<file path="config.mk">
export PLATFORM = sky130hd
export DESIGN_NAME = avaliador_desvio
export DESIGN_NICKNAME = d
export VERILOG_FILES = /design/src/rtl/avaliador_desvio_pkg.sv /design/src/rtl/avaliador_cond.sv /design/src/rtl/avaliador_desvio.sv
export SDC_FILE = /design/constraint.sdc
export NUM_CORES = 1
export LEC_CHECK = 0
export ABC_AREA = 1
export CORE_MARGIN = 1.5
export CORE_UTILIZATION = 40
export CTS_BUF_LIST = sky130_fd_sc_hd__clkbuf_4
export CTS_CLUSTER_SIZE = 14
export DETAILED_ROUTE_END_ITERATION = 6
export GPL_ROUTABILITY_DRIVEN = 0
export PLACE_DENSITY = 0.69
export SYNTH_ARGS = -nofsm -noshare
export SYNTH_HDL_FRONTEND = slang
export SYNTH_SLANG_ARGS = --single-unit
</file>
<file path="constraint.sdc">
create_clock -name clk -period 1.6 [get_ports clk]
set_clock_uncertainty 0.05 [all_clocks]
set_input_delay 0.32 -clock clk [delete_from_list [all_inputs] [get_ports clk]]
set_output_delay 0.32 -clock clk [all_outputs]
set_load 0.02 [all_outputs]
</file>
<file path="src/rtl/avaliador_desvio_pkg.sv">
// Shared definitions for the branch evaluator.
//   - flag bit positions inside the {o,s,c,z} snapshot
//   - condition code encodings understood by avaliador_cond
//   - FSM state encoding used by avaliador_desvio
package avaliador_desvio_pkg;

    localparam int FLAG_Z = 0;
    localparam int FLAG_C = 1;
    localparam int FLAG_S = 2;
    localparam int FLAG_O = 3;

    localparam logic [3:0] COND_ALWAYS = 4'b0000;
    localparam logic [3:0] COND_Z      = 4'b0001;
    localparam logic [3:0] COND_NZ     = 4'b0010;
    localparam logic [3:0] COND_C      = 4'b0011;
    localparam logic [3:0] COND_NC     = 4'b0100;
    localparam logic [3:0] COND_S      = 4'b0101;
    localparam logic [3:0] COND_NS     = 4'b0110;
    localparam logic [3:0] COND_O      = 4'b0111;
    localparam logic [3:0] COND_NO     = 4'b1000;

    typedef enum logic [2:0] {
        S_IDLE = 3'd0,
        S_WAIT = 3'd1,
        S_EVAL = 3'd2,
        S_LOAD = 3'd3,
        S_DONE = 3'd4
    } state_t;

endpackage

</file>
<file path="src/rtl/avaliador_cond.sv">
// Combinational condition evaluator.
// Ports:
//   cond_i     condition code
//   flags_i    {o,s,c,z} flag snapshot
//   taken_o    condition holds (always 0 for reserved codes)
//   illegal_o  condition code is reserved (1001..1111)
module avaliador_cond (
    input  logic [3:0] cond_i,
    input  logic [3:0] flags_i,
    output logic       taken_o,
    output logic       illegal_o
);
    import avaliador_desvio_pkg::*;

    always_comb begin
        taken_o   = 1'b0;
        illegal_o = 1'b0;
        case (cond_i)
            COND_ALWAYS: taken_o = 1'b1;
            COND_Z:      taken_o =  flags_i[FLAG_Z];
            COND_NZ:     taken_o = ~flags_i[FLAG_Z];
            COND_C:      taken_o =  flags_i[FLAG_C];
            COND_NC:     taken_o = ~flags_i[FLAG_C];
            COND_S:      taken_o =  flags_i[FLAG_S];
            COND_NS:     taken_o = ~flags_i[FLAG_S];
            COND_O:      taken_o =  flags_i[FLAG_O];
            COND_NO:     taken_o = ~flags_i[FLAG_O];
            default:     illegal_o = 1'b1;
        endcase
    end

endmodule

</file>
<file path="src/rtl/avaliador_desvio.sv">
// Conditional-jump evaluator sitting between the ALU flags, the decoder and the PC.
// Holds the latest flag snapshot, waits for an in-flight ALU op to deliver its flags,
// evaluates the jump condition and drives a PC-load handshake when the jump is taken.
// Ports:
//   clk, r                         clock / async active-high reset
//   alu_issue, flags_valid, flagsI flags producer side
//   jmp_valid, jmp_ready,
//   jmp_cond, jmp_target           decoder request handshake
//   pc_load, pc_ack, pc_target     PC load handshake
//   done, taken, err               one-cycle resolution report
module avaliador_desvio #(
    parameter int ADDR_W  = 16,
    parameter int TIMEOUT = 16
) (
    input  logic              clk,
    input  logic              r,
    input  logic              alu_issue,
    input  logic              flags_valid,
    input  logic [3:0]        flagsI,
    input  logic              jmp_valid,
    output logic              jmp_ready,
    input  logic [3:0]        jmp_cond,
    input  logic [ADDR_W-1:0] jmp_target,
    output logic              pc_load,
    input  logic              pc_ack,
    output logic [ADDR_W-1:0] pc_target,
    output logic              done,
    output logic              taken,
    output logic              err
);
    import avaliador_desvio_pkg::*;

    localparam int               CNT_W    = (TIMEOUT > 2) ? $clog2(TIMEOUT) : 1;
    localparam logic [CNT_W-1:0] CNT_LAST = CNT_W'(TIMEOUT - 1);

    state_t            state_q;
    logic [3:0]        flags_q, flags_d;
    logic              pending_q, pending_d;
    logic [3:0]        cond_q;
    logic [CNT_W-1:0]  wait_cnt_q;
    logic [ADDR_W-1:0] pc_target_q;
    logic              ready_q, pc_load_q, done_q, taken_q, err_q;
    logic              c_taken, c_illegal;

    // A new issue wins over a flags delivery in the same cycle: the delivered
    // flags belong to an older op, the newly issued one is still outstanding.
    assign pending_d = alu_issue ? 1'b1 : (flags_valid ? 1'b0 : pending_q);
    assign flags_d   = flags_valid ? flagsI : flags_q;

    avaliador_cond u_cond (
        .cond_i    (cond_q),
        .flags_i   (flags_q),
        .taken_o   (c_taken),
        .illegal_o (c_illegal)
    );

    always_ff @(posedge clk or posedge r) begin
        if (r) begin
            pending_q <= 1'b0;
            flags_q   <= 4'b0;
        end else begin
            pending_q <= pending_d;
            flags_q   <= flags_d;
        end
    end

    always_ff @(posedge clk or posedge r) begin
        if (r) begin
            state_q     <= S_IDLE;
            cond_q      <= 4'b0;
            wait_cnt_q  <= '0;
            pc_target_q <= '0;
            ready_q     <= 1'b1;
            pc_load_q   <= 1'b0;
            done_q      <= 1'b0;
            taken_q     <= 1'b0;
            err_q       <= 1'b0;
        end else begin
            done_q <= 1'b0;
            case (state_q)
                S_IDLE: begin
                    if (jmp_valid) begin
                        cond_q      <= jmp_cond;
                        pc_target_q <= jmp_target;
                        ready_q     <= 1'b0;
                        // pending_d already folds in this cycle's issue/delivery
                        state_q     <= pending_d ? S_WAIT : S_EVAL;
                    end
                end
                S_WAIT: begin
                    if (flags_valid && !alu_issue) begin
                        // flags_q takes the new snapshot on this same edge
                        wait_cnt_q <= '0;
                        state_q    <= S_EVAL;
                    end else if (wait_cnt_q == CNT_LAST) begin
                        wait_cnt_q <= '0;
                        done_q     <= 1'b1;
                        taken_q    <= 1'b0;
                        err_q      <= 1'b1;
                        state_q    <= S_DONE;
                    end else begin
                        wait_cnt_q <= wait_cnt_q + 1'b1;
                    end
                end
                S_EVAL: begin
                    if (c_taken && !c_illegal) begin
                        pc_load_q <= 1'b1;
                        state_q   <= S_LOAD;
                    end else begin
                        done_q  <= 1'b1;
                        taken_q <= 1'b0;
                        err_q   <= c_illegal;
                        state_q <= S_DONE;
                    end
                end
                S_LOAD: begin
                    if (pc_ack) begin
                        pc_load_q <= 1'b0;
                        done_q    <= 1'b1;
                        taken_q   <= 1'b1;
                        err_q     <= 1'b0;
                        state_q   <= S_DONE;
                    end
                end
                S_DONE: begin
                    taken_q <= 1'b0;
                    err_q   <= 1'b0;
                    ready_q <= 1'b1;
                    state_q <= S_IDLE;
                end
                default: begin
                    ready_q   <= 1'b1;
                    pc_load_q <= 1'b0;
                    state_q   <= S_IDLE;
                end
            endcase
        end
    end

    assign jmp_ready = ready_q;
    assign pc_load   = pc_load_q;
    assign pc_target = pc_target_q;
    assign done      = done_q;
    assign taken     = taken_q;
    assign err       = err_q;

endmodule

</file>
======== Word-level counts from Yosys, hierarchy flattened ========
Index checks and enable logic that the tools add are counted.
Widths: inputs -> output; s select.
cells by class
  bitwise gates (word level) .............. 6
  eq/ne operators ......................... 20
  reduce and logical (&&, ||, !) cells .... 14
  multiplexer cells ....................... 32
  $add $sub $neg .......................... 1
operators with widths
  operator             number
  $mux 1               17
  $eq 4x3->1 const B   4
  $mux 3               5
  $ne 2x2->1 const B   6
  $pmux 3 s4           1
  $pmux 1 s9           1
  $reduce_or 9->1      1
  $eq 4x2->1 const B   2
  $eq 4x4->1 const B   2
  $mux 4               2
  $pmux 1 s4           2
  $eq 3x2->1 const B   2
  $not 1->1            6
  $pmux 1 s3           2
  $reduce_and 3->1     2
  $reduce_or 3->1      2
  $reduce_and 5->1     1
  $add 4x1->4 const B  1
  $eq 4x1->1 const B   1
  $logic_not 4->1      1
  $reduce_and 2->1     2
  $reduce_bool 4->1    1
  $eq 3x1->1 const B   1
  $eq 3x3->1 const B   1
  other kinds (6)      7
word-level totals
  register bits after elaboration ......... 37
  bits of input ports ..................... 30
  word-level logic and storage cells ...... 84
  output and inout bits ................... 21

======== Logic depth before layout (Yosys ltp) ========
  depth after elaboration ................. 5
  depth in mapped cells ................... 11
  gate-level depth less buffers ........... 11

======== Hierarchy ========
A second synthesis with hierarchy kept.
unflattened totals
  cell total of the unflattened synthesis .. 231
  area, all modules ....................... 1850.5 um^2
by module, submodules not included
  module            instances  sequential area each (um^2)  cells each  area an instance (um^2)
  avaliador_desvio  1          927.1                        196         1711.6
  avaliador_cond    1          0.0                          35          138.9

======== Worst setup path after synthesis ========
No wires, ideal clock.
  path kind ............................... register -> register
  from .................................... register state_q[0]
  to ...................................... register pc_target_q[10] (netlist: pc_target[10])
  path slack .............................. 187 ps
  cell stages (with the launch flop) ...... 7
  path buffers ............................ 1
  arrival time ............................ 1238 ps
  library setup time ...................... 125 ps
  required time ........................... 1425 ps
  clock period less this slack ............ 1413 ps
  cell sequence ........................... dfrtp_1 > nor2_4 > inv_2 > nor2_4 > nand2_4 > buf_12 > mux2_4
on the way
  cells in the longest elaborated chain, start to end .. 2
ends and longest elaborated chain
  item                        RTL line                source
  start, declared             avaliador_desvio.sv:36  state_t state_q;
  start signal, assigned      avaliador_desvio.sv:87  state_q <= pending_d ? S_WAIT : S_EVAL;
  $logic_not 3->1             avaliador_desvio.sv:80  case (state_q)
  $reduce_and 2->1 (no line)  n/a
  end signal, assigned        avaliador_desvio.sv:84  pc_target_q <= jmp_target;
  end, declared               avaliador_desvio.sv:41  logic [ADDR_W-1:0] pc_target_q;
No other way between the ends.
A chain may end at the register's enable or synchronous reset.

======== Final worst setup path ========
  from .................................... register state_q[1]
  to ...................................... register cond_q[0]
on the way
  cells in the longest elaborated chain, start to end .. 2
ends and longest elaborated chain
  item                        RTL line                source
  $logic_not 3->1             avaliador_desvio.sv:80
  $reduce_and 2->1 (no line)  n/a
  end signal, assigned        avaliador_desvio.sv:83  cond_q <= jmp_cond;
  end, declared               avaliador_desvio.sv:39  logic [3:0] cond_q;
No other way between the ends.

==> flow_metrics.tcl <==
set metrics [dict create \
    status "complete, no violations" \
    post-route-period-util_pct 92.5 \
    power.density_nw_per_um2 1830 \
    critical_path_class "flip-flop to flip-flop" \
    synth_top_area_cell "dfrtp_1" \
    reg2reg_to "cond_q[0]$_DFFE_PP0P_" \
    end_kind "flip-flop" \
    cp-startpoint "state_q[1]$_DFFE_PP0P_" \
    synth_warnings 0 \
    yosysUniqueCellTypes 27 \
    synth_fp_nets 202 \
    postCtsHoldBufs 0 \
    cts_max_level 2 \
    num_io_pins 51 \
    synthCells 171 \
    p_leak_nw 1.20 \
    combPwrFrac_pct 49.4 \
    power.switching_w 0.00175 \
    timing.hold.ws_ns 0.137 \
    slew_viol_final 0 \
    avgSynthCellArea_um2 10.3 \
    cts_buffer_depth 2 \
    drive_above_1_share_pct 22.4 \
    routedWlPerCell_um 12.6 \
    synthTopCellsByArea "dfrtp_1 51%, mux2_4 9.4%, nand2_1 7.0%, inv_1 3.6%, mux2_2 3.2%" \
    cp.arrival_ns 1.67 \
    p_clk_share_pct 14.5 \
    antenna_cells 0 \
    intPower_w 0.00269 \
    first_pass_iters 4 \
    die_h_um 69.3 \
    cap_viol_max_count 0 \
    yosysTopAreaCellShare_pct 51.2 \
    first_iter_violations 66 \
    fmax_mhz 676 \
    final-hold-violation-count 0 \
    place_hpwl_mm 2.73 \
    die_w_um 69.3 \
    cts_tree "done" \
    max_slew.worst_pin.slew_ns 0.309 \
    ant_nets 0 \
    antenna_found_initial 0 \
    grtUsageTotal_pct 16.0 \
    setup_viol 0 \
    rsz0062_at_grt "yes" \
    cts-buffers-inserted 5 \
    viasPerCell 4.82 \
    grt_pass1_wl_mm 5.99 \
    num_vias 1382 \
    ctsRootBufferMaster "clkbuf_4" \
    cts_num_sinks 37 \
    multiInputGateArea_um2 749 \
    grt_pass1_vias 1366 \
    r2r_start "state_q[1]$_DFFE_PP0P_" \
    cp-start-kind "flip-flop" \
    wl_mm 3.61 \
    syn_area_um2 1760 \
    coreArea_um2 4120 \
    grt-ovfl-total 0 \
    crit_path_end "cond_q[0]$_DFFE_PP0P_" \
    final_common_cell "dfrtp_1" \
    syn_to_final_growth_pct 38.3 \
    critPathMaxFanout 17 \
    dp_cells 279 \
    n_fill_cell 361 \
    path_clk_slew_ns 0.12 \
    final_nets 267 \
    start_util_pct 42.7 \
    slew_headroom_pct 79.2 \
    power_frac_seq_pct 36.2 \
    io_buffers 50 \
    dieArea_um2 4800 \
    hold_class "input port to async pin" \
    register_area_um2 930 \
    required_ns 1.79 \
    rows 23 \
    postCtsSetupRepairBufs 0 \
    fin_crit_ns 1.48 \
    final_cell_mix "34 x dfrtp_1, 32 x nand2_1, 29 x clkdlybuf4s50_1" \
    max-vdd-ir-drop_uv 1050 \
    rrSetupSlack_ns 0.12 \
    drc_errors 0 \
    power.share.switching_pct 39.4 \
    yosysSeqAreaShare_pct 52.7 \
    rr_worst_depth 7 \
    final_cells 287 \
    grt_start_max_net_pins 18 \
    insertion_delay_ns 0.35 \
    synth-seq-cells 37 \
]
==> worst max-delay path, stage by stage (launching register included) <==
cell	delay, ns
dfrtp_2	0.47
nor2_4	0.16
inv_2	0.06
nor2_4	0.14
nand2_8	0.15
buf_4	0.20
nor2_1	0.09
a21oi_1	0.05
==> cells by family (layout without fill, tap and decap cells) <==
group	count (synthesis)	count (layout)	synth area share [%]
and+or+nand+nor	71	71	19.1
DFF	37	37	52.7
AOI/OAI and AO/OA	24	24	8.32
buffers and inverters	20	86	5.62
muxes	16	16	12.6
xor gates and xnor gates	2	2	0.996
adders and majority gates	1	1	0.711
==> power by group through the flow <==
stage	Sequential (W)	Combinational, W	Clock [W]
2_1_floorplan	0.00192	0.00117	0
3_3_place_gp	0.00162	0.00231	0
3_5_place_dp	0.00162	0.00236	0
4_1_cts	0.00160	0.00219	0.000660
5_1_grt	0.00167	0.00238	0.000713
6_report	0.00161	0.00219	0.000642
==> worst min-delay path by stage <==
stage | startpoint | endpoint
6_report | r | pc_target[14]$_DFFE_PP0P_
5_1_grt | r | pc_target[14]$_DFFE_PP0P_
4_1_cts | r | pc_target[14]$_DFFE_PP0P_
3_5_place_dp | err$_DFFE_PP0P_ | err$_DFFE_PP0P_
3_3_place_gp | err$_DFFE_PP0P_ | err$_DFFE_PP0P_
2_1_floorplan | flags_valid | flags_q[1]$_DFFE_PP0P_
==> timing repair <==
action,in CTS,in global routing
gates resized for setup,22,6
endpoints found under the hold margin,0,0
cloned,0,0
endpoints found under the setup margin,21,7
==> area by class of cell <==
class                           instances  area share [%]
Inverter                               18            2.78
Multi-Input combinational cell        114            30.8
Clock inverter                          3            1.70
Tap cell                               50            2.57
Clock buffer                            5            1.54
Timing Repair Buffer                   60            22.4
Sequential cell                        37            38.2
==> stage by stage <==
stage	setup WS [ns]	area [um2]	total power, W	TNS, ns	util [%]
floorplan	0.187	1760	0.00309	0	-
global route	-0.00115	2430	0.00476	-0.00115	59.1
global placement	-0.0159	2370	0.00393	-0.0810	57.5
CTS	0.0246	2420	0.00446	0	58.8
finish	0.120	2430	0.00444	0	59.1
detailed placement	-0.0426	2370	0.00398	-0.235	57.5
==> metal layers <==
metal  track usage (%)  wire length [um]
met1              18.5              1590
met2              26.5              1740
met3              6.25               213
met4              6.54                61
met5                 0                 0
==> cells in the mapped netlist (all sizes together) <==
master,count
dfrtp,36
nand2,36
nor2,23
inv,18
mux2,16
nand3,9
o21ai,9
a21oi,8
o211ai,3
a22o,2
buf,2
nor3,2
xor2,2
a21boi,1
dfstp,1
ha,1
nor4,1
o31ai,1
==> flip-flops by register name, summed over array words and instances (netlist names), 3 cells and up <==
register    count
cond_q          4
pc_target      16
wait_cnt_q      4
flags_q         4
state_q         3
Note: power is estimated with default switching activity, not from simulation.
